$ cat src/rtl/bus_pkg.sv
// Shared system-bus definitions.
//   - Bus direction and strobe levels (READ/WRITE, ENABLE_/DISABLE_).
//   - Master index type and BUS_MASTER_0..7 constants.
//   - Idle values driven onto the shared bus when no master is granted.
//   - Arbiter state encoding.
//   - A modulo helper used by the round-robin picker.
package bus_pkg;

  // Direction and strobe levels. Strobes are active-low.
  localparam logic READ     = 1'b1;
  localparam logic WRITE    = 1'b0;
  localparam logic ENABLE_  = 1'b0;
  localparam logic DISABLE_ = 1'b1;

  localparam int BUS_MAX_MASTERS = 8;

  typedef logic [2:0] bus_master_idx_t;

  localparam bus_master_idx_t BUS_MASTER_0 = 3'd0;
  localparam bus_master_idx_t BUS_MASTER_1 = 3'd1;
  localparam bus_master_idx_t BUS_MASTER_2 = 3'd2;
  localparam bus_master_idx_t BUS_MASTER_3 = 3'd3;
  localparam bus_master_idx_t BUS_MASTER_4 = 3'd4;
  localparam bus_master_idx_t BUS_MASTER_5 = 3'd5;
  localparam bus_master_idx_t BUS_MASTER_6 = 3'd6;
  localparam bus_master_idx_t BUS_MASTER_7 = 3'd7;

  // Shared bus idle values. Address and write data idle at all-zero.
  localparam logic BUS_IDLE_AS_ = DISABLE_;
  localparam logic BUS_IDLE_RW  = READ;

  typedef enum logic {
    ARB_IDLE  = 1'b0,
    ARB_OWNED = 1'b1
  } arb_state_e;

  // Wraps a non-negative index into 0..n-1.
  function automatic int bus_wrap_idx(input int v, input int n);
    return v % n;
  endfunction

endpackage

$ cat src/rtl/bus_rr_picker.sv
// Combinational round-robin picker.
// Scans an active-low request vector starting at start_i and wrapping
// modulo N, and reports the first asserted (low) request.
// Ports:
//   req_n_i  in  N   request vector, active-low
//   start_i  in  IW  first index to examine
//   found_o  out 1   a low request was found
//   index_o  out IW  index of that request (0 when none found)
module bus_rr_picker #(
  parameter int N  = 4,
  parameter int IW = (N > 1) ? $clog2(N) : 1
) (
  input  logic [N-1:0]  req_n_i,
  input  logic [IW-1:0] start_i,
  output logic          found_o,
  output logic [IW-1:0] index_o
);
  import bus_pkg::*;

  always_comb begin
    found_o = 1'b0;
    index_o = '0;
    // Offset 0 is checked first, so the lowest offset from start_i wins.
    for (int i = 0; i < N; i++) begin
      if (!found_o && !req_n_i[bus_wrap_idx(int'(start_i) + i, N)]) begin
        found_o = 1'b1;
        index_o = IW'(bus_wrap_idx(int'(start_i) + i, N));
      end
    end
  end

endmodule

$ cat src/rtl/bus_arbiter.sv
// Round-robin bus arbiter and master-side shared-bus multiplexer.
// Grants the shared system bus to one master at a time. Grants are
// registered and active-low. The granted master's address, strobe,
// direction and write data are steered onto the shared bus.
// Ports:
//   clk        in  1               system clock
//   rst        in  1               asynchronous reset, active-low
//   m_req_     in  NUM_MASTERS     per-master request, active-low
//   m_grnt_    out NUM_MASTERS     per-master grant, active-low, registered
//   m_addr     in  NUM_MASTERS*ADDR_W  per-master address (master i at [i*ADDR_W +: ADDR_W])
//   m_as_      in  NUM_MASTERS     per-master address strobe, active-low
//   m_rw       in  NUM_MASTERS     per-master direction
//   m_wr_data  in  NUM_MASTERS*DATA_W  per-master write data
//   s_addr     out ADDR_W          shared bus address
//   s_as_      out 1               shared strobe, active-low
//   s_rw       out 1               shared direction
//   s_wr_data  out DATA_W          shared write data
//
// state     | meaning
// ----------+-------------------------------------------------------------
// ARB_IDLE  | no master granted; owner_q parked on the last owner
// ARB_OWNED | master owner_q holds the bus until it releases its request
module bus_arbiter
  import bus_pkg::*;
#(
  parameter int NUM_MASTERS = 4,
  parameter int ADDR_W      = 30,
  parameter int DATA_W      = 32
) (
  input  logic                          clk,
  input  logic                          rst,
  input  logic [NUM_MASTERS-1:0]        m_req_,
  output logic [NUM_MASTERS-1:0]        m_grnt_,
  input  logic [NUM_MASTERS*ADDR_W-1:0] m_addr,
  input  logic [NUM_MASTERS-1:0]        m_as_,
  input  logic [NUM_MASTERS-1:0]        m_rw,
  input  logic [NUM_MASTERS*DATA_W-1:0] m_wr_data,
  output logic [ADDR_W-1:0]             s_addr,
  output logic                          s_as_,
  output logic                          s_rw,
  output logic [DATA_W-1:0]             s_wr_data
);

  localparam int IW = $clog2(NUM_MASTERS);
  localparam logic [IW-1:0] LAST_IDX = IW'(NUM_MASTERS - 1);

  arb_state_e             state_q, state_d;
  logic [IW-1:0]          owner_q, owner_d;
  logic [NUM_MASTERS-1:0] grnt_q, grnt_d;

  logic [IW-1:0] start_idx;
  logic [IW-1:0] pick_idx;
  logic          pick_found;
  logic          arbitrate;

  // The search begins just past the current (or parked) owner, so the
  // owner itself is considered last.
  assign start_idx = (owner_q == LAST_IDX) ? '0 : owner_q + IW'(1);

  bus_rr_picker #(
    .N  (NUM_MASTERS),
    .IW (IW)
  ) u_picker (
    .req_n_i (m_req_),
    .start_i (start_idx),
    .found_o (pick_found),
    .index_o (pick_idx)
  );

  // Re-arbitrate when idle or when the owner has released. A low owner
  // request holds the bus unconditionally.
  assign arbitrate = (state_q == ARB_IDLE) || m_req_[owner_q];

  always_comb begin
    state_d = state_q;
    owner_d = owner_q;
    if (arbitrate) begin
      if (pick_found) begin
        state_d = ARB_OWNED;
        owner_d = pick_idx;
      end else begin
        state_d = ARB_IDLE;
      end
    end
    grnt_d = '1;
    if (state_d == ARB_OWNED) begin
      grnt_d[owner_d] = 1'b0;
    end
  end

  always_ff @(posedge clk or negedge rst) begin
    if (!rst) begin
      state_q <= ARB_IDLE;
      owner_q <= LAST_IDX;
      grnt_q  <= '1;
    end else begin
      state_q <= state_d;
      owner_q <= owner_d;
      grnt_q  <= grnt_d;
    end
  end

  assign m_grnt_ = grnt_q;

  // Shared bus follows the owner combinationally. Non-owner strobes never
  // reach the bus, so an ungranted m_as_ has no effect.
  always_comb begin
    s_addr    = '0;
    s_as_     = BUS_IDLE_AS_;
    s_rw      = BUS_IDLE_RW;
    s_wr_data = '0;
    if (state_q == ARB_OWNED) begin
      s_addr    = m_addr[int'(owner_q)*ADDR_W +: ADDR_W];
      s_as_     = m_as_[owner_q];
      s_rw      = m_rw[owner_q];
      s_wr_data = m_wr_data[int'(owner_q)*DATA_W +: DATA_W];
    end
  end

endmodule

$ cat config.mk
export PLATFORM = sky130hd
export DESIGN_NAME = bus_arbiter
export DESIGN_NICKNAME = d
export VERILOG_FILES = /design/src/rtl/bus_pkg.sv /design/src/rtl/bus_rr_picker.sv /design/src/rtl/bus_arbiter.sv
export SDC_FILE = /design/constraint.sdc
export NUM_CORES = 1
export LEC_CHECK = 0
export BUFFER_PORTS_ARGS = -buffer_cell sky130_fd_sc_hd__buf_2
export CORE_AREA = 2 2 130 132
export CTS_BUF_LIST = sky130_fd_sc_hd__clkbuf_8
export CTS_CLUSTER_SIZE = 24
export DETAILED_ROUTE_END_ITERATION = 12
export DIE_AREA = 0 0 132 134
export SYNTH_ARGS = -nofsm -noshare
export SYNTH_HDL_FRONTEND = slang
export SYNTH_SLANG_ARGS = --single-unit
$ cat constraint.sdc
create_clock -name clk -period 2.3 [get_ports clk]
set_clock_uncertainty 0.1 [all_clocks]
set_input_delay 0.23 -clock clk [delete_from_list [all_inputs] [get_ports clk]]
set_output_delay 0.23 -clock clk [all_outputs]
set_load 0.01 [all_outputs]
==> reports/qor.yml <==
synthesis:
  warnings_synthesis: 0
  synthArstFlopShare: 1.00
  synth.lib_cells_used.distinct: 28
  post_synth.cell_area_avg_um2: 12.4
  yosysSeqAreaShare: 0.0771
  synth_cells: 191
  syn_nets: 454
  yosys_most_used_dff: "dfstp_2"
  synthesis.area_mm2: 0.00237
  yosys_register_bits: 7
  synth_enable_flop_cells: 0
clock_network:
  tritoncts: "built"
  clk_pin_slew_ps: 40
  htreeDepth: 1
  clock_net_sink_count: 7
  clock-root-buffer: "clkbuf_8"
  cts_buffers: 3
  clock_insertion_delay_worst_skew_ps: 230
  cts_buffer_depth: 2
placed_design:
  port-buffer-count: 329
  placed_cells_incl_taps: 723
  hpwlAfterDp_mm: 11.2
  routabilityCongestion: 0.809
drt:
  route.met2.wl_mm: 7.38
  ant_nets: 0
  drt_first_iter_violations: 129
  routed-via-count: 3223
  drt-pass1-iter-count: 4
  met3_length_um: 993
  drc: 0
  finalWirelength_mm: 13.8
  detail_route.wl_per_cell_um: 18.6
  detail_routed_via_count_per_cell: 4.34
  dr.max_layer_used: "met5"
  drt-met1-wl_mm: 5.38
timing:
  final_min_period_over_clock_period: 1.02
  timing.final.crit_period_ps: 2350
  final_hold_viols: 0
  grt_setup_unrepaired: "yes"
  worst_slew_margin_rel: 0.735
  fin_ws_ps: -45.3
  achievable-frequency_mhz: 426
  slew_viol_final: 0
  finalSetupViolCount: 33
  least_margin_pin_slew_ps: 397
worst_setup_path:
  crit_path_top_delay_cell: "dfstp_4"
  worst_path_most_repeated_cell: "buf_12"
  crit_chain: "buf_12, buf_12, buf_16, mux4_2, and2_1, buf_2"
  cp_data_required_time_ps: 1970
  critical_path_class: "reg2out"
  worst_ep_arrival_time_ps: 2020
  critical_path.max_stage_delay_ps: 630
  cp-start-kind: "flop"
  critical_path_peak_fanout: 8
  timing.critical_path.max_delay_family: "flip-flops"
  critical_path.endpoint_type: "output port"
  worstPathBufferInverterCount: 4
flow_run:
  max_cap_violations: 0
floorplan:
  fp.coreArea_mm2: 0.0163
  floorplan.die_area_mm2: 0.0177
  top_level_ports: 330
  fp-row-count: 47
  initial_utilization: 0.145
  die_extent_in_y_um: 134
  die-width_um: 132
pwr:
  power-per-cell-area_mw_per_mm2: 1080
  clkPwrFrac: 0.032
  power.share.combinational: 0.919
  power.share.sequential: 0.048
  internal_power_uw: 3180
  p_sw_uw: 1980
  leakagePower_uw: 0.00232
  max-vdd-ir-drop_mv: 0.457
  netSwitchingFraction: 0.384
run_status:
  violated_checks: "setup timing"
  outcome: "complete, but fails checks"
layout:
  area_delta_synth_final_pct: 102
  final_core_utilization: 0.293
  finish.cell_count_without_fillers: 743
  fraction_of_layout_instances_using_a_drive_strength_above_1: 0.859
  num-nets-final: 787
  antennaDiodeCount: 0
hold_path:
  hold_class: "in2async"
global_route:
  number_of_global_route_vias_before_repair: 3335
  grt_pass1_wl_mm: 19.4
  grt_antenna_before_repair: 1
  grt_usage: 0.142
  grt_remaining_overflow: 0
  grt_start_max_net_pins: 38
==> path summary, 6_finish.rpt <==
| check | start | to | slack, ps | cells past startpoint |
|---|---|---|---|---|
| worst max register to register | owner_q[0]$_DFF_PN1_ | m_grnt_[2]$_DFF_PN1_ | 160 | 7 |
| worst max-delay path | owner_q[0]$_DFF_PN1_ | s_wr_data[8] | -50 | 6 |
| max in group asynchronous | rst | m_grnt_[3]$_DFF_PN1_ | 1600 | 2 |
| worst min register to register | state_q$_DFF_PN0_ | owner_q[1]$_DFF_PN1_ | 650 | 4 |
| worst min-delay path | rst | state_q$_DFF_PN0_ | 270 | 2 |
| min in group clk | m_req_[1] | state_q$_DFF_PN0_ | 310 | 2 |
==> layout make-up <==
type | count | area [µm²]
clock buffers | 3 | 41.3
clock inverters | 1 | 3.75
fillers | 1729 | 11500
inverters | 3 | 11.3
multi-input cells | 157 | 2110
flip-flops and latches | 7 | 191
well taps | 220 | 275
repair buffers | 352 | 2140
==> stage by stage <==
stage / power [µW] / TNS, ps / setup WS, ps / hold slack, ps / area [µm²]
3_3_place_gp: 3950 / 0 / 118 / -33.1 / 4270
2_1_floorplan: 2800 / 0 / 293 / -166 / 2370
5_1_grt: 5520 / -4270 / -111 / 281 / 4780
4_1_cts: 4990 / -1590 / -55.4 / 263 / 4670
6_report: 5160 / -636 / -45.3 / 274 / 4780
3_5_place_dp: 4010 / 0 / 112 / -29.6 / 4270
==> synth_stat cells, types with 2 or more instances <==
cell      number  area share
nor2_1         2      0.0032
and2_1        62        0.16
nand2_1        2      0.0032
buf_2          9       0.019
dfstp_2        6       0.067
mux4_2        65        0.62
nand2b_1       4       0.011
inv_1          2      0.0032
a31oi_1        2      0.0053
buf_6          2      0.0095
a21oi_1        2      0.0042
o31a_1         2      0.0074
a211o_1        2      0.0074
nand4_1        2      0.0053
and3_1         2      0.0053
o21ai_1        2      0.0042
clkbuf_1      12       0.019
==> sequential cells by signal, summed over array words and instances (netlist names) <==
signal / flops
state_q: 1
m_grnt_: 4
owner_q: 2
==> what timing repair did <==
action / in CTS / in global routing
gates cloned: 4 / 3
pin swaps: 2 / 0
setup endpoints to repair: 64 / 64
resized for setup: 36 / 13
hold buffers: 1 / 0
setup buffers: 9 / 0
hold endpoints to repair: 7 / 0
==> logic make-up after synthesis <==
family | count (synthesis) | share of synthesized area
compound gates | 15 | 0.0449
flops | 7 | 0.0771
simple gates | 76 | 0.199
mux | 65 | 0.618
fa+ha+maj | 1 | 0.00528
buf+inv | 27 | 0.0555
==> power by group through the flow <==
| stage | clock (µW) | combinational (µW) | sequential [µW] |
|---|---|---|---|
| 2_1_floorplan | 0 | 2560 | 232 |
| 3_3_place_gp | 0 | 3690 | 264 |
| 3_5_place_dp | 0 | 3750 | 265 |
| 4_1_cts | 173 | 4560 | 249 |
| 5_1_grt | 187 | 5070 | 257 |
| 6_report | 167 | 4740 | 250 |
==> routing by layer <==
layer | track usage | vias to the layer above
met4 | 0.0151 | 2
met3 | 0.0287 | 9
met5 | 0 | -
met2 | 0.270 | 195
met1 | 0.171 | 1569
li1 | - | 1448
==> layout by cell type (no fill, tap or decap), types with 2 or more instances in the layout <==
| master | n |
|---|---|
| buf_2 | 310 |
| mux4_2 | 65 |
| and2_1 | 42 |
| buf_6 | 22 |
| and2_4 | 20 |
| buf_4 | 8 |
| buf_16 | 6 |
| dfstp_2 | 4 |
| nand2b_1 | 3 |
| inv_1 | 3 |
| clkbuf_8 | 3 |
| buf_12 | 3 |
| a21oi_1 | 2 |
| a211o_1 | 2 |
| nand4_1 | 2 |
| nand2_1 | 2 |
| o21ai_1 | 2 |
| nor2_1 | 2 |
| and3_1 | 2 |
| o31a_1 | 2 |
| a31oi_1 | 2 |
| clkbuf_16 | 2 |
| dfstp_4 | 2 |
(Power assumes the default switching activity.)
